**src/rtl/spi_cfg_pkg.sv**
```systemverilog
// rtl/spi_cfg_pkg.sv - shared types and defaults for the PLL config SPI responder
package spi_cfg_pkg;

  typedef enum logic {
    IDLE   = 1'b0,
    ACTIVE = 1'b1
  } state_t;

  localparam int DEFAULT_DATA_WIDTH  = 512;
  localparam int DEFAULT_SYNC_STAGES = 2;

endpackage

```
**src/rtl/sync_edge_det.sv**
```systemverilog
// rtl/sync_edge_det.sv - pin synchronizer with registered rise/fall pulses
module sync_edge_det
  import spi_cfg_pkg::*;
#(
  parameter int SYNC_STAGES = DEFAULT_SYNC_STAGES
) (
  input  logic clk,
  input  logic rst,
  input  logic i_pin,
  output logic o_sync,
  output logic o_rise,
  output logic o_fall
);

  logic [SYNC_STAGES-1:0] r_chain;
  logic                   r_hist;
  logic                   r_rise;
  logic                   r_fall;
  logic                   w_last;

  assign w_last = r_chain[SYNC_STAGES-1];

  // Edge pulses are registered so the consumer sees them SYNC_STAGES+1 clk after the pin moves
  always_ff @(posedge clk or posedge rst) begin
    if (rst) begin
      r_chain <= '0;
      r_hist  <= 1'b0;
      r_rise  <= 1'b0;
      r_fall  <= 1'b0;
    end else begin
      r_chain <= {r_chain[SYNC_STAGES-2:0], i_pin};
      r_hist  <= w_last;
      r_rise  <= w_last & ~r_hist;
      r_fall  <= ~w_last & r_hist;
    end
  end

  assign o_sync = w_last;
  assign o_rise = r_rise;
  assign o_fall = r_fall;

endmodule

```
**src/rtl/spi_cfg_responder.sv**
```systemverilog
// rtl/spi_cfg_responder.sv - SPI mode-0 slave returning a readback word while receiving a config word
module spi_cfg_responder
  import spi_cfg_pkg::*;
#(
  parameter int DATA_WIDTH  = DEFAULT_DATA_WIDTH,
  parameter int SYNC_STAGES = DEFAULT_SYNC_STAGES
) (
  input  logic                  clk,
  input  logic                  rst,
  input  logic                  sclk,
  input  logic                  ss_n,
  input  logic                  mosi,
  input  logic [DATA_WIDTH-1:0] tx_data_i,
  output logic                  miso,
  output logic [DATA_WIDTH-1:0] rx_data_o,
  output logic                  rx_valid_o,
  output logic                  frame_err_o,
  output logic                  busy_o
);

  localparam int              CNT_W    = $clog2(DATA_WIDTH + 2);
  localparam logic [CNT_W-1:0] CNT_FULL = CNT_W'(DATA_WIDTH);
  localparam logic [CNT_W-1:0] CNT_MAX  = CNT_W'(DATA_WIDTH + 1);

  logic w_sclk_rise, w_sclk_fall, w_sclk_sync_unused;
  logic w_ss_rise, w_ss_fall, w_ss_sync_unused;
  logic w_mosi_sync, w_mosi_rise_unused, w_mosi_fall_unused;

  sync_edge_det #(.SYNC_STAGES(SYNC_STAGES)) u_sclk_sync (
    .clk    (clk),
    .rst    (rst),
    .i_pin  (sclk),
    .o_sync (w_sclk_sync_unused),
    .o_rise (w_sclk_rise),
    .o_fall (w_sclk_fall)
  );

  sync_edge_det #(.SYNC_STAGES(SYNC_STAGES)) u_ss_sync (
    .clk    (clk),
    .rst    (rst),
    .i_pin  (ss_n),
    .o_sync (w_ss_sync_unused),
    .o_rise (w_ss_rise),
    .o_fall (w_ss_fall)
  );

  sync_edge_det #(.SYNC_STAGES(SYNC_STAGES)) u_mosi_sync (
    .clk    (clk),
    .rst    (rst),
    .i_pin  (mosi),
    .o_sync (w_mosi_sync),
    .o_rise (w_mosi_rise_unused),
    .o_fall (w_mosi_fall_unused)
  );

  state_t                r_state, w_state_next;
  logic                  w_start, w_end, w_sample, w_shift;
  // The MSB goes straight to miso at frame start, so only the remaining bits are held here
  logic [DATA_WIDTH-2:0] r_tx_shift;
  logic [DATA_WIDTH-1:0] r_rx_shift;
  logic [DATA_WIDTH-1:0] r_rx_data;
  logic [CNT_W-1:0]      r_bit_cnt;
  logic                  r_miso, r_rx_valid, r_frame_err;

  always_comb begin
    w_state_next = r_state;
    w_start      = 1'b0;
    w_end        = 1'b0;
    w_sample     = 1'b0;
    w_shift      = 1'b0;
    case (r_state)
      IDLE: begin
        if (w_ss_fall) begin
          w_start      = 1'b1;
          w_state_next = ACTIVE;
        end
      end
      ACTIVE: begin
        // Frame end takes priority; an sclk edge in the same cycle is dropped
        if (w_ss_rise) begin
          w_end        = 1'b1;
          w_state_next = IDLE;
        end else begin
          w_sample = w_sclk_rise;
          w_shift  = w_sclk_fall;
        end
      end
      default: w_state_next = IDLE;
    endcase
  end

  always_ff @(posedge clk or posedge rst) begin
    if (rst) begin
      r_state <= IDLE;
    end else begin
      r_state <= w_state_next;
    end
  end

  always_ff @(posedge clk or posedge rst) begin
    if (rst) begin
      r_tx_shift  <= '0;
      r_rx_shift  <= '0;
      r_rx_data   <= '0;
      r_bit_cnt   <= '0;
      r_miso      <= 1'b0;
      r_rx_valid  <= 1'b0;
      r_frame_err <= 1'b0;
    end else begin
      r_rx_valid  <= 1'b0;
      r_frame_err <= 1'b0;
      if (w_start) begin
        r_tx_shift <= tx_data_i[DATA_WIDTH-2:0];
        r_miso     <= tx_data_i[DATA_WIDTH-1];
        r_bit_cnt  <= '0;
      end
      if (w_sample) begin
        r_rx_shift <= {r_rx_shift[DATA_WIDTH-2:0], w_mosi_sync};
        if (r_bit_cnt != CNT_MAX) begin
          r_bit_cnt <= r_bit_cnt + CNT_W'(1);
        end
      end
      // Zero fill means miso naturally drops to 0 once every data bit has gone out
      if (w_shift) begin
        r_miso     <= r_tx_shift[DATA_WIDTH-2];
        r_tx_shift <= {r_tx_shift[DATA_WIDTH-3:0], 1'b0};
      end
      if (w_end) begin
        r_miso <= 1'b0;
        if (r_bit_cnt == CNT_FULL) begin
          r_rx_data  <= r_rx_shift;
          r_rx_valid <= 1'b1;
        end else begin
          r_frame_err <= 1'b1;
        end
      end
    end
  end

  assign miso        = r_miso;
  assign rx_data_o   = r_rx_data;
  assign rx_valid_o  = r_rx_valid;
  assign frame_err_o = r_frame_err;
  assign busy_o      = (r_state == ACTIVE);

endmodule

```
**config.mk**
```make
export PLATFORM = sky130hd
export DESIGN_NAME = spi_cfg_responder
export DESIGN_NICKNAME = d
export VERILOG_FILES = /design/src/rtl/spi_cfg_pkg.sv /design/src/rtl/sync_edge_det.sv /design/src/rtl/spi_cfg_responder.sv
export SDC_FILE = /design/constraint.sdc
export NUM_CORES = 2
export LEC_CHECK = 0
export BUFFER_PORTS_ARGS = -buffer_cell sky130_fd_sc_hd__buf_2
export CAP_MARGIN = 40
export CORE_AREA = 5 5 396 398
export DETAILED_ROUTE_END_ITERATION = 10
export DIE_AREA = 0 0 401 403
export PLACE_DENSITY_LB_ADDON = 0.2
export SYNTH_ARGS = -nofsm -noshare
export SYNTH_HDL_FRONTEND = slang
export SYNTH_SLANG_ARGS = --single-unit
```
**constraint.sdc**
```tcl
create_clock -name clk -period 93.2 [get_ports clk]
set_clock_uncertainty 0.1 [all_clocks]
set_input_delay 18.64 -clock clk [delete_from_list [all_inputs] [get_ports clk]]
set_output_delay 18.64 -clock clk [all_outputs]
set_load 0.03 [all_outputs]
```
; Yosys cells after proc, flatten, opt, wreduce, memory -nomap -nowiden
; Index checks and enable logic that the tools add are counted.
[totals]
romBits = 0
inputBits = 517
register_bits = 1561
elab_cells = 54
ramBits = 0
out_inout_bits = 516
memories = 0
latchBits = 0
[op_classes]
mul = 0
n_mux = 22
add_sub_neg = 1
eq_ne = 2
n_reduce_logical = 3
div = 0
shifts = 0
n_lt_le_gt_ge = 0
n_bitwise = 9
[ops]
columns = op, count
row1 = two-way mux 511 bit, 2
row2 = two-way mux 10 bit, 3
row3 = two-way mux 1 bit, 16
row4 = adder 10 x 1 -> 10 bit (second input constant), 1
row5 = equality test 10 bit (second input constant), 1
row6 = != test 10 bit (second input constant), 1
row7 = NOT 1 bit, 5
row8 = AND 1 bit, 4
row9 = nonzero test 3 bit, 1
row10 = case mux 1 bit (2 select lines), 1
row11 = AND reduction 2 bit, 1
row12 = nonzero test 2 bit, 1

; Longest topological paths before layout
[logic_depth]
ltp_word = 5
ltp_mapped = 8
ltp_nobuf = 5

; Hierarchy
; A second synthesis with hierarchy kept.
[unflattened]
cells_unflattened = 6132
hier_area_um2 = 63799.9
[modules_own_cells]
columns = module, cells_each, area_per_inst_um2, seq_area_each_um2, n_inst
row1 = spi_cfg_responder, 6108, 63368.3, 38762.2, 1
row2 = sync_edge_det, 8, 143.9, 125.1, 3

; Worst setup path after synthesis
; OpenSTA, ideal clock, no wires.
[synth_timing]
path_kind = register to output
from = register r_state, in the netlist busy_o
to = output port busy_o
n_path_buf = 0
arrival_time_ps = 548
setup_slack_ps = 73912
path_stages_with_launch = 1
required_ps = 74460
path_cell_list = dfrtp_1
[synth_lines]
columns = element, line
row1 = from (decl), spi_cfg_responder.sv:56  ; state_t r_state, w_state_next;
row2 = from (signal assigned), spi_cfg_responder.sv:96  ; r_state <= w_state_next;
row3 = to (decl), spi_cfg_responder.sv:18  ; output logic busy_o
; No word-level cell between the ends.

==> run metrics <==
violation count after the first detailed-route iteration=3,702; mean instance size in the synthesized netlist=10.4 sq um; buffers from clock root to sink, at most=3; number of synthesis warnings=0; Hold Buf Count CTS=0; worst setup path class=primary input to asynchronous set/reset pin; core area=0.153 sq mm; maximum fanout along the worst path=120; number of buffers inserted by post-CTS setup repair=0; unique cell type count in the Yosys netlist=36; DR DRC count=0; final critical delay including setup and external delays=23,600 ps; first-pass GRT wire length=274,000 microns; commonest cells after routing, fill and taps aside=sky130_fd_sc_hd__nand2_1, sky130_fd_sc_hd__dfrtp_1, sky130_fd_sc_hd__buf_2; Die Area=0.162 sq mm; number of routed nets with antenna violations=0; I/O pin total=1,033; Most used DFF post-synth=sky130_fd_sc_hd__dfrtp_1; y dimension of the die=403 microns; CTS tree=built; path category of the worst min-delay check=flop to flop; final cycle utilization of the critical path=25.3%; htree depth=4; sort of element at the end of the critical path=asynchronous set/reset pin; met2 routing resource usage after global routing=34.2%; cell area power density=21.3 mW/mm^2; category of the worst setup path launch point=primary input; count of flip-flops with a built-in enable after synthesis=0; final layout net count=7,542; leakage power=41.7 nW; TritonCTS Sinks=1,561; standard-cell rows=144; Relative slew margins=18.4%; Inst Count DP=8,897; number of pins exceeding their max-slew limit in the final report=0; worst hold-check slack=257 ps; met3 Use GR=5.58%; per-cell via count in the routed design=4.98; result of the run=finished clean; signed area change from the synthesized netlist to the final layout=20.4%; number of buffers and inverters on the critical path=12; critical path's top delay family=buffers and inverters; layer with the highest usage=met2; post-synthesis instance area=0.0638 sq mm; syn nets=6,649; max incr delay on CP=740 ps; average detailed-routed wire length per instance=19.3 microns; Inserted Clock Buffers=167; worst-path cell chain=buf_2 -> inv_8 -> buf_16 -> buf_4 -> buf_4 -> buf_4 -> buf_16 -> buf_4 -> buf_4 -> buf_4 -> buf_12 -> buf_4; clk_lat worst skew=770 ps; Detailed Routing Iterations Pass 1=6; initial antenna violation count=110; sequential element share of the synthesized area=61.2%; Yosys reg bits=1,561; required time at the endpoint of the critical path=93,940 ps; RSZ-0062 raised after global routing=no; total count of hold-check failures in the final report=0; Worst-Margin Slew=1220 ps; register clock-pin slew on the reported worst setup and hold paths=60 ps; overall global routing resource usage=21.4%; initial core utilization=41.7%; number of max-cap violations=0; number of gates given a new drive strength after cts=0; fraction of layout cells with a size suffix above 1=26.7%; overall power consumption=1.64 mW; post-detailed-placement half-perimeter wirelength=125,000 microns; cell with the largest stage delay on the worst path=sky130_fd_sc_hd__buf_4; Port Buffers=1,032; GP Congestion=0.863; commonest non-fill, non-tap cell in the layout=sky130_fd_sc_hd__nand2_1; ys async rst share=100%; highest ir drop seen on vdd=16.3 uV; met1 Usage GRT=27.7%; setup TNS=0 ps; synthesized netlist cell count=6,129; maximum number of pins on one net before global-route repair=245; number of global-route vias before repair=45,500; grt ovf=0; Fmax=0.0424 GHz; Fillers=14,100; total via count in the routed design=46,200; clock root cell=sky130_fd_sc_hd__clkbuf_16; Final setup violation count=0; Die X=401 microns; final routed wirelength across all metal layers=178,000 microns; data arrival time of the critical path=24,330 ps; most used cell along the critical path=sky130_fd_sc_hd__buf_4; number of cells in the finished layout apart from fillers=9,265
## worst register-to-register path, stage by stage (launching register included)
cell and delay [ps]:
sky130_fd_sc_hd__dfrtp_1 400, sky130_fd_sc_hd__nor4b_2 170, sky130_fd_sc_hd__and2_1 180, sky130_fd_sc_hd__nand4_1 90
sky130_fd_sc_hd__buf_4 330, sky130_fd_sc_hd__buf_16 280, sky130_fd_sc_hd__buf_4 290, sky130_fd_sc_hd__buf_16 320
sky130_fd_sc_hd__buf_4 390, sky130_fd_sc_hd__buf_16 320, sky130_fd_sc_hd__buf_12 650, sky130_fd_sc_hd__buf_4 600
sky130_fd_sc_hd__buf_12 350, sky130_fd_sc_hd__mux2_4 340
## cells in the mapped netlist, drive strengths merged, types with 3 or more instances
library cell | count | area (sq um)
nor3b | 4 | 30.0
buf | 182 | 1210
a31oi | 511 | 3200
nor2 | 516 | 1940
nor2b | 5 | 31.3
nand3 | 7 | 35.0
nand2 | 2564 | 9620
and2 | 3 | 18.8
mux2 | 512 | 7530
o21ai | 5 | 25.0
inv | 8 | 30.0
dfrtp | 1561 | 39100
nand4 | 4 | 25.0
ha | 3 | 37.5
clkbuf | 220 | 826
## cell families (layout without fill, tap and decap cells)
family	count (synthesis)	in the layout	share of synthesized area, %
xor+xnor	3	3	0.0412
flops	1561	1561	61.2
other cells	0	71	0
compound gates	527	527	5.18
buf+inv	410	1431	3.25
simple gates	3112	3112	18.4
mux	513	513	11.8
fa+ha+maj	3	3	0.0588
## final timing paths
check	from	endpoint	slack [ps]	cells past startpoint
max in group clk	rx_data_o[501]	rx_data_o[501]	72950	1
min in group asynchronous	rst	rx_data_o[324]	17680	2
setup reg to reg	r_bit_cnt[9]	rx_data_o[194]	88340	13
setup / recovery	rst	r_tx_shift[380]	69600	12
hold reg to reg	u_sclk_sync.r_chain[0]	u_sclk_sync.r_chain[1]	260	0
hold / removal	u_sclk_sync.r_chain[0]	u_sclk_sync.r_chain[1]	260	0
## power breakdown
part	total, mW	internal, mW	switching, mW
sequential	0.793	0.751	0.0411
combinational	0.154	0.0618	0.0925
clock	0.692	0.415	0.278
## flip-flops by register name, summed over array words and instances (netlist names)
register             cells
r_bit_cnt               10
u_ss_sync.o_fall         1
rx_valid_o               1
u_sclk_sync.r_hist       1
u_ss_sync.r_hist         1
u_sclk_sync.r_chain      2
r_rx_shift             512
u_ss_sync.o_rise         1
busy_o                   1
u_sclk_sync.o_fall       1
miso                     1
frame_err_o              1
u_mosi_sync.r_chain      2
r_tx_shift             511
u_ss_sync.r_chain        2
u_sclk_sync.o_rise       1
rx_data_o              512
## area by class of cell
type / count / area [sq um] / share of cell area (%)
well taps: 2044 / 2560 / 3.33
repair buffers: 1126 / 6500 / 8.46
diodes: 71 / 178 / 0.231
inverters: 8 / 37.5 / 0.0489
clock buffers: 248 / 5020 / 6.53
multi-input cells: 4158 / 22700 / 29.5
clock inverters: 49 / 764 / 0.995
flip-flops and latches: 1561 / 39100 / 50.9
## through the flow
step / utilization, % / setup WS (ps) / instance area [sq um]
after floorplan: - / 30420 / 63800
after global placement: 45.8 / 68030 / 70100
after detailed placement: 46.3 / 68490 / 70900
after CTS: 50.1 / 69310 / 76600
after global routing: 50.2 / 68620 / 76700
final: 50.2 / 69600 / 76800
## per-layer routing
layer / vias up / part of all wire, %
li1: 21800 / -
met1: 22800 / 42
met2: 1186 / 47
met3: 371 / 6.3
met4: 40 / 4.2
met5: - / 0.15
Power figures use the tool's default switching activity.
